`config.mk`:
```
export PLATFORM = sky130hd
export DESIGN_NAME = tt_ctrl_sequencer_flat
export DESIGN_NICKNAME = d
export VERILOG_FILES = /design/src/rtl/tt_ctrl_pkg.sv /design/src/rtl/tt_ctrl_sequencer_if.sv /design/src/rtl/tt_ctrl_timer.sv /design/src/rtl/tt_ctrl_sequencer.sv /design/src/flat_wrapper.sv
export SDC_FILE = /design/constraint.sdc
export NUM_CORES = 1
export LEC_CHECK = 0
export ABC_AREA = 1
export CAP_MARGIN = 10
export CORE_UTILIZATION = 35
export CTS_BUF_LIST = sky130_fd_sc_hd__clkbuf_16
export DETAILED_ROUTE_END_ITERATION = 10
export SLEW_MARGIN = 15
export SYNTH_ARGS = -nofsm -noshare
export SYNTH_HDL_FRONTEND = slang
export SYNTH_SLANG_ARGS = --single-unit
```
`constraint.sdc`:
```
create_clock -name clk -period 4.1 [get_ports clk]
set_input_delay 0.82 -clock clk [delete_from_list [all_inputs] [get_ports clk]]
set_output_delay 0.82 -clock clk [all_outputs]
set_load 0.02 [all_outputs]
```
`src/rtl/tt_ctrl_pkg.sv`:
```
// Shared types and constants for the project-select mux sequencer.
package tt_ctrl_pkg;

  typedef enum logic [2:0] {
    ST_IDLE   = 3'd0,
    ST_RST_LO = 3'd1,
    ST_RST_HI = 3'd2,
    ST_INC_HI = 3'd3,
    ST_INC_LO = 3'd4,
    ST_SETTLE = 3'd5,
    ST_DONE   = 3'd6
  } state_e;

  // Idle/reset levels of the mux control pins
  localparam logic SEL_RST_N_RST = 1'b1;
  localparam logic SEL_INC_RST   = 1'b0;
  localparam logic ENA_RST       = 1'b0;

  // Edges from the accept edge to DONE entry for a sequence with n increments
  function automatic int unsigned seq_latency(input bit          full_path,
                                              input int unsigned n_inc,
                                              input int unsigned pulse_cyc,
                                              input int unsigned settle_cyc);
    int unsigned lat;
    lat = n_inc * 2 * pulse_cyc + settle_cyc;
    if (full_path) lat = lat + 2 * pulse_cyc;
    return lat;
  endfunction

endpackage

```
`src/rtl/tt_ctrl_sequencer_if.sv`:
```
// Request handshake between a controller and the select sequencer.
interface tt_ctrl_sequencer_if #(
  parameter int unsigned ADDR_W = 10
) ();

  logic              req_valid;
  logic              req_ready;
  logic [ADDR_W-1:0] req_addr;
  logic              req_ena;

  modport master (output req_valid, output req_addr, output req_ena, input  req_ready);
  modport slave  (input  req_valid, input  req_addr, input  req_ena, output req_ready);

endinterface

```
`src/rtl/tt_ctrl_timer.sv`:
```
// Loadable down-counter; expire is high once the count has reached zero.
module tt_ctrl_timer #(
  parameter int unsigned W = 4
) (
  input  logic         clk,
  input  logic         rst,
  input  logic         load,
  input  logic [W-1:0] load_val,
  output logic         expire
);

  logic [W-1:0] cnt_q, cnt_d;

  // Reload on request, otherwise count down and hold at zero
  always_comb begin
    cnt_d = cnt_q;
    if (load) begin
      cnt_d = load_val;
    end else if (cnt_q != '0) begin
      cnt_d = cnt_q - W'(1);
    end
  end

  // Count register
  always_ff @(posedge clk) begin
    if (rst) cnt_q <= '0;
    else     cnt_q <= cnt_d;
  end

  assign expire = (cnt_q == '0);

endmodule

```
`src/rtl/tt_ctrl_sequencer.sv`:
```
// Drives the select-reset / select-increment pulse train for the project mux,
// reusing the known mux position so forward moves only issue the delta.
module tt_ctrl_sequencer
  import tt_ctrl_pkg::*;
#(
  parameter int unsigned ADDR_W     = 10,
  parameter int unsigned PULSE_CYC  = 4,
  parameter int unsigned SETTLE_CYC = 16
) (
  input  logic                 clk,
  input  logic                 rst,
  tt_ctrl_sequencer_if.slave   req,
  output logic                 busy,
  output logic                 done,
  output logic [ADDR_W-1:0]    cur_addr,
  output logic                 cur_valid,
  output logic                 ctrl_sel_rst_n,
  output logic                 ctrl_sel_inc,
  output logic                 ctrl_ena
);

  localparam int unsigned MAX_CYC = (PULSE_CYC > SETTLE_CYC) ? PULSE_CYC : SETTLE_CYC;
  localparam int unsigned TMR_W   = $clog2(MAX_CYC) + 1;

  state_e            state_q, state_d;
  logic [ADDR_W-1:0] addr_q, addr_d;
  logic [ADDR_W-1:0] rem_q, rem_d;
  logic [ADDR_W-1:0] cur_addr_q, cur_addr_d;
  logic              ena_q, ena_d;
  logic              cur_valid_q, cur_valid_d;
  logic              sel_rst_n_q, sel_rst_n_d;
  logic              sel_inc_q, sel_inc_d;
  logic              ctrl_ena_q, ctrl_ena_d;
  logic              done_q, done_d;

  logic [ADDR_W-1:0] delta_c;
  logic              tmr_load;
  logic [TMR_W-1:0]  tmr_val;
  logic              tmr_expire;

  tt_ctrl_timer #(.W(TMR_W)) u_timer (
    .clk      (clk),
    .rst      (rst),
    .load     (tmr_load),
    .load_val (tmr_val),
    .expire   (tmr_expire)
  );

  assign delta_c = req.req_addr - cur_addr_q;

  // Next-state, position tracking, timer reload and registered-output decode
  always_comb begin
    state_d     = state_q;
    addr_d      = addr_q;
    rem_d       = rem_q;
    cur_addr_d  = cur_addr_q;
    ena_d       = ena_q;
    cur_valid_d = cur_valid_q;
    ctrl_ena_d  = ctrl_ena_q;
    tmr_load    = 1'b0;
    tmr_val     = '0;

    case (state_q)
      ST_IDLE: begin
        if (req.req_valid) begin
          addr_d     = req.req_addr;
          ena_d      = req.req_ena;
          ctrl_ena_d = 1'b0;
          if (cur_valid_q && (req.req_addr >= cur_addr_q)) begin
            rem_d   = delta_c;
            state_d = (delta_c == '0) ? ST_SETTLE : ST_INC_HI;
          end else begin
            state_d = ST_RST_LO;
          end
        end
      end
      ST_RST_LO: begin
        if (tmr_expire) state_d = ST_RST_HI;
      end
      ST_RST_HI: begin
        if (tmr_expire) begin
          cur_addr_d  = '0;
          cur_valid_d = 1'b1;
          rem_d       = addr_q;
          state_d     = (addr_q == '0) ? ST_SETTLE : ST_INC_HI;
        end
      end
      ST_INC_HI: begin
        if (tmr_expire) state_d = ST_INC_LO;
      end
      ST_INC_LO: begin
        if (tmr_expire) begin
          cur_addr_d = cur_addr_q + ADDR_W'(1);
          rem_d      = rem_q - ADDR_W'(1);
          state_d    = (rem_q == ADDR_W'(1)) ? ST_SETTLE : ST_INC_HI;
        end
      end
      ST_SETTLE: begin
        if (tmr_expire) state_d = ST_DONE;
      end
      ST_DONE: begin
        ctrl_ena_d = ena_q;
        state_d    = ST_IDLE;
      end
      default: state_d = ST_IDLE;
    endcase

    // Every timed state is entered from a different state, so a change reloads
    if (state_d != state_q) begin
      case (state_d)
        ST_RST_LO, ST_RST_HI, ST_INC_HI, ST_INC_LO: begin
          tmr_load = 1'b1;
          tmr_val  = TMR_W'(PULSE_CYC - 1);
        end
        ST_SETTLE: begin
          tmr_load = 1'b1;
          tmr_val  = TMR_W'(SETTLE_CYC - 1);
        end
        default: ;
      endcase
    end

    // Pins follow the state being entered so they line up with the state timing
    sel_rst_n_d = (state_d != ST_RST_LO);
    sel_inc_d   = (state_d == ST_INC_HI);
    done_d      = (state_d == ST_DONE);
  end

  // State and output registers
  always_ff @(posedge clk) begin
    if (rst) begin
      state_q     <= ST_IDLE;
      addr_q      <= '0;
      rem_q       <= '0;
      cur_addr_q  <= '0;
      ena_q       <= 1'b0;
      cur_valid_q <= 1'b0;
      sel_rst_n_q <= SEL_RST_N_RST;
      sel_inc_q   <= SEL_INC_RST;
      ctrl_ena_q  <= ENA_RST;
      done_q      <= 1'b0;
    end else begin
      state_q     <= state_d;
      addr_q      <= addr_d;
      rem_q       <= rem_d;
      cur_addr_q  <= cur_addr_d;
      ena_q       <= ena_d;
      cur_valid_q <= cur_valid_d;
      sel_rst_n_q <= sel_rst_n_d;
      sel_inc_q   <= sel_inc_d;
      ctrl_ena_q  <= ctrl_ena_d;
      done_q      <= done_d;
    end
  end

  assign req.req_ready   = (state_q == ST_IDLE);
  assign busy            = (state_q != ST_IDLE);
  assign done            = done_q;
  assign cur_addr        = cur_addr_q;
  assign cur_valid       = cur_valid_q;
  assign ctrl_sel_rst_n  = sel_rst_n_q;
  assign ctrl_sel_inc    = sel_inc_q;
  assign ctrl_ena        = ctrl_ena_q;

endmodule

```
`src/flat_wrapper.sv`:
```
// flat-port wrapper written by rule: the top's interface ports become plain ports
module tt_ctrl_sequencer_flat import tt_ctrl_pkg::*;
#(
  parameter int unsigned ADDR_W     = 10,
  parameter int unsigned PULSE_CYC  = 4,
  parameter int unsigned SETTLE_CYC = 16
)
  (clk, rst, busy, done, cur_addr, cur_valid, ctrl_sel_rst_n, ctrl_sel_inc, ctrl_ena, req_req_valid, req_req_addr, req_req_ena, req_req_ready);
  tt_ctrl_sequencer_if #(.ADDR_W(ADDR_W)) req_i ();
  input  logic clk;
  input  logic rst;
  output logic busy;
  output logic done;
  output logic [ADDR_W-1:0] cur_addr;
  output logic cur_valid;
  output logic ctrl_sel_rst_n;
  output logic ctrl_sel_inc;
  output logic ctrl_ena;
  input wire logic [$bits(req_i.req_valid)-1:0] req_req_valid;
  input wire logic [$bits(req_i.req_addr)-1:0] req_req_addr;
  input wire logic [$bits(req_i.req_ena)-1:0] req_req_ena;
  output wire logic [$bits(req_i.req_ready)-1:0] req_req_ready;
  assign req_i.req_valid = req_req_valid;
  assign req_i.req_addr = req_req_addr;
  assign req_i.req_ena = req_req_ena;
  assign req_req_ready = req_i.req_ready;
  tt_ctrl_sequencer #(.ADDR_W(ADDR_W), .PULSE_CYC(PULSE_CYC), .SETTLE_CYC(SETTLE_CYC)) u_core (.clk(clk), .rst(rst), .req(req_i), .busy(busy), .done(done), .cur_addr(cur_addr), .cur_valid(cur_valid), .ctrl_sel_rst_n(ctrl_sel_rst_n), .ctrl_sel_inc(ctrl_sel_inc), .ctrl_ena(ctrl_ena));
endmodule
```
==> results summary <==
The run finished with clean final reports. Including well taps, the total number of placed cells is slightly below 600. Entering global routing, the biggest net connects 26 pins. In the final routed layout, each cell accounts on average for about 13 um. The setup slack after placement is around 0.45 ns. The most numerous cell type found on the critical path is sky130_fd_sc_hd__nor2_1. The congestion estimate from routability-driven global placement came to roughly 0.9. The clock tree from TritonCTS is done. For this block, the initial DRC count from the detailed router was 135. The number of global-route vias before repair came out at 2850.

The global-route wire length before repair is roughly 13000 um. The count of filler cells inserted in the layout came out at 873. The CTS buffer count came out at 5. Dividing total power by cell area gives a power density of approximately 530 nW/um^2.

The total global routing track utilization is between 10% and 20%. The initial antenna violation count is 0. In the synthesized netlist the dominant register cell turns out to be sky130_fd_sc_hd__dfxtp_1. The worst-case setup margin in the final layout came out at about 0.77 ns.

The fraction of registers with async set or reset after synthesis came out at 0%. The region available for standard cell placement spans roughly 8300 um^2. The number of H-tree levels is 2. The via density per instance is 5.04. The number of cells on the worst reg-to-reg path came out at 16.

The synthesized-area fraction occupied by and/or/nand/nor cells is between 30 and 40%. During I/O placement, the number of pins put on the boundary was 31. Counting along the longest clock path gives a buffer depth of 2.

The mean area per synthesized cell is roughly 6.5 um^2. The share of post-route cells with drive strength above 1 came out at 8.25%. VDD sags by at most around 0.00022 V. The relative slew slack came out at roughly 53%. The final non-filler cell area came out at between 3000 and 4000 um^2. The quantity of gates resized following cts is 0. The share of the Yosys chip area taken by registers is between 20 and 30%. The distinct cell type count of the synthesized netlist came out at 37. The number of placement rows came out at 33. After synthesis, the share of cell area in mux cells is 0%. The number of standard cells in the layout, taps in and fillers out is 602. The final critical path time including I/O delays and setup came out at 3.33 ns. Walking the worst path, the cells encountered are clkdlybuf4s50_1, inv_1, ha_1, inv_1, fa_1, or2_1, nor2_1, nand3_2, nor2_4, o21ai_0, nor2_1, nand4_1, nand3_1, nand2_1, nand2_4, nand2_2, nand2_2, nor2_1. The busiest layer in global routing is met2. In this run the most critical hold path is launched from u_core.ena_q$_SDFFE_PP0P_. For hold timing, the worst endpoint is u_core.ena_q$_SDFFE_PP0P_. The part of the cycle the worst path needs came out at 81.2%. The die height is about 95 um.

For this run, design rule violations remaining after detail routing come to 0. The share of the synthesized area in compound gates (AO/OA/AOI/OAI) is approximately 17%. The total negative slack is 0 ns.

The synthesized design contains 0 enable-type register cells. The largest incremental delay on the critical path is ~0.48 ns. The initial utilization of the core area, before any placement, comes to 36.4%.

The maximum net fanout on the critical path came out at 6. The reg-to-reg critical path startpoint is u_core.cur_addr[0]$_SDFFE_PP0P_. The max-capacitance violation count is 0. The number of hold-slack violations in the final timing report came out at 0. The met2 global-route usage is 33.2%. For this run, the top clock speed supported by timing is around 300 MHz. The full die area is 9000 um^2. The number of pins exceeding their max-slew limit in the final report is 0. The type of the worst min-delay path is reg -> reg. For this design the static power due to leakage is between 0.0015 and 0.002 uW. The routing usage on met1 came out at a little under a quarter. After clock tree synthesis, the clock-pin slew on the worst setup and hold paths is ~0.070 ns. The instance count of the mapped netlist came out at about 470. During placement, the flow inserted port buffers numbering 30. The slowest stage of the critical path is the sky130_fd_sc_hd__clkdlybuf4s50_1 cell.

After global routing the overflow that remains totals 0. The total number of vias came out at roughly 3000. The register bit total from synthesis came out at 44. The total inserted antenna cells is 0. The destination of the worst register-to-register timing path is u_core.u_timer.cnt_q[2]$_SDFFE_PP0P_. The mapped netlist covers 3020 um^2. After legalization and detailed placement, the total HPWL measured around 6100 um. Buffers added to address setup during post-CTS repair amount to 0.

Summing all placed instances gives a cell area of ~3400 um^2. The clock sink count is 44. The kind of start point of the critical path is an input pin. The count of hold-fix buffers inserted at cts is 0.

The first TritonRoute pass finished after 5 iterations. The post-synthesis to final-layout area growth is 18.6%. The post-layout net count is 525.

The global-route track usage on met3 came out at ~2.3%. When the netlist entered floorplanning its net count stood at approximately 500. Setup violations remaining at the end of the flow were counted as 0. The count of nets left with antenna violations after detail routing came out at 0. The adder and majority gate portion of the synthesized area came out at 6.46%. Summing the areas of all xor and xnor instances in the mapped netlist gives under 10% of the synthesized area. The number of cells traversed by the worst hold path is 2. By area, the combinational part of the netlist is dominated by simple AND/OR/NAND/NOR gates. Wires add up to between 7000 and 8000 um. The critical path is of the in -> reg type. The final worst hold slack came out at around 0.46 ns. The clock skew after layout is approximately 0.0065 ns. Setup repair after global routing left no endpoint under its margin. The slew of the pin with the lowest slew margin came out at between 0.7 and 0.8 ns. The horizontal die dimension is between 90 and 100 um. The worst setup slack for register-to-register paths came out at 1.29 ns. The Yosys warning count came out at 0. The arrival time at the worst endpoint came out at around 3.5 ns. The data required time at the worst endpoint is approximately 4.3 ns. Clock latency on the worst-skew pair, taken at its later pin, is approximately 0.28 ns. STA classifies the critical path endpoint as a flip-flop. The root buffer cell is sky130_fd_sc_hd__clkbuf_16.
[kinds of logic after synthesis]
logic type	after synthesis
AOI/OAI and AO/OA	95
buffers and inverters	84
DFF	44
xor gates and xnor gates	7
adders and majority gates	15
and+or+nand+nor	221
[state kept, by name, indices dropped and copies added, names as in the netlist]
signal,count
u_core.ctrl_ena,1
u_core.state_q,3
u_core.cur_valid,1
u_core.addr_q,10
u_core.ena_q,1
u_core.ctrl_sel_rst_n,1
u_core.ctrl_sel_inc,1
u_core.done,1
u_core.u_timer.cnt_q,5
u_core.cur_addr,10
u_core.rem_q,10
[area by class of cell]
cell class                 instances  area [um^2]  area share, %
inverter                          75          284           7.93
clock inverter                     3         42.5           1.19
clock buffer                       5          125           3.50
multi-input combinational        338         1800           50.3
tap                              105          131           3.67
sequential                        44          881           24.6
timing repair buffer              32          315           8.81
[report_power, final]
| group | switching, uW | total [uW] | internal (uW) |
|---|---|---|---|
| sequential | 61.7 | 580 | 518 |
| clock | 170 | 456 | 287 |
| combinational | 551 | 854 | 303 |
[cell usage after synthesis, drive strengths merged (2+ instances only)]
library cell	number	area (um^2)
o22ai	3	18.8
nor3	11	66.3
inv	73	274
o221ai	3	26.3
a221oi	4	35.0
ha	14	175
dfxtp	44	881
xor2	7	61.3
nand4	9	56.3
a211oi	2	15.0
o21ai	33	165
buf	3	30.0
clkinv	2	10.0
nor2	54	253
or2	4	27.5
a21oi	48	240
clkbuf	6	23.8
nand2	112	455
nand3	27	140
nand3b	2	15.0
[worst max-delay path by stage]
stage / startpoint / end / slack [ns]
after CTS: req_req_addr[0] / u_core.u_timer.cnt_q[2]$_SDFFE_PP0P_ / 0.75
after floorplan: req_req_addr[0] / u_core.u_timer.cnt_q[2]$_SDFFE_PP0P_ / 1.21
final: req_req_addr[0] / u_core.u_timer.cnt_q[2]$_SDFFE_PP0P_ / 0.77
after global routing: req_req_addr[0] / u_core.u_timer.cnt_q[3]$_SDFFE_PP0P_ / 0.60
after detailed placement: req_req_addr[0] / u_core.u_timer.cnt_q[2]$_SDFFE_PP0P_ / 0.45
after global placement: req_req_addr[0] / u_core.u_timer.cnt_q[2]$_SDFFE_PP0P_ / 0.53
[metal layers]
layer | vias up | part of all wire, %
li1 | 1574 | -
met1 | 1394 | 47
met2 | 58 | 48
met3 | 7 | 3.7
met4 | 0 | 1.5
met5 | - | 0
[worst max-delay path, delay by kind of cell]
kind | cells | cell delay [ns]
simple gates | 12 | 1.36
fa+ha+maj | 2 | 0.62
buf+inv | 3 | 0.63
compound gates | 1 | 0.09
[cell usage in the layout (no fill, tap or decap), types with 4 or more instances in the layout]
cell type and instances:
sky130_fd_sc_hd__dfxtp_1 44, sky130_fd_sc_hd__nand2_1 100, sky130_fd_sc_hd__ha_1 14, sky130_fd_sc_hd__a21oi_1 48, sky130_fd_sc_hd__xor2_1 7, sky130_fd_sc_hd__nand3_1 26
sky130_fd_sc_hd__nor3_1 10, sky130_fd_sc_hd__nor2_4 5, sky130_fd_sc_hd__o21ai_0 31, sky130_fd_sc_hd__a221oi_1 4, sky130_fd_sc_hd__clkbuf_16 5, sky130_fd_sc_hd__clkdlybuf4s50_1 30
sky130_fd_sc_hd__inv_1 70, sky130_fd_sc_hd__nor2_2 5, sky130_fd_sc_hd__nand4_1 9, sky130_fd_sc_hd__nand2_2 11, sky130_fd_sc_hd__nor2_1 44
[stage by stage]
| step | util (%) | total power [uW] |
|---|---|---|
| after floorplan | - | 1230 |
| after global placement | 41.1 | 1430 |
| after detailed placement | 41.1 | 1440 |
| after CTS | 43.1 | 1900 |
| after global routing | 43.1 | 2060 |
| final | 43.1 | 1890 |
Note: power is estimated with default switching activity, not from simulation.
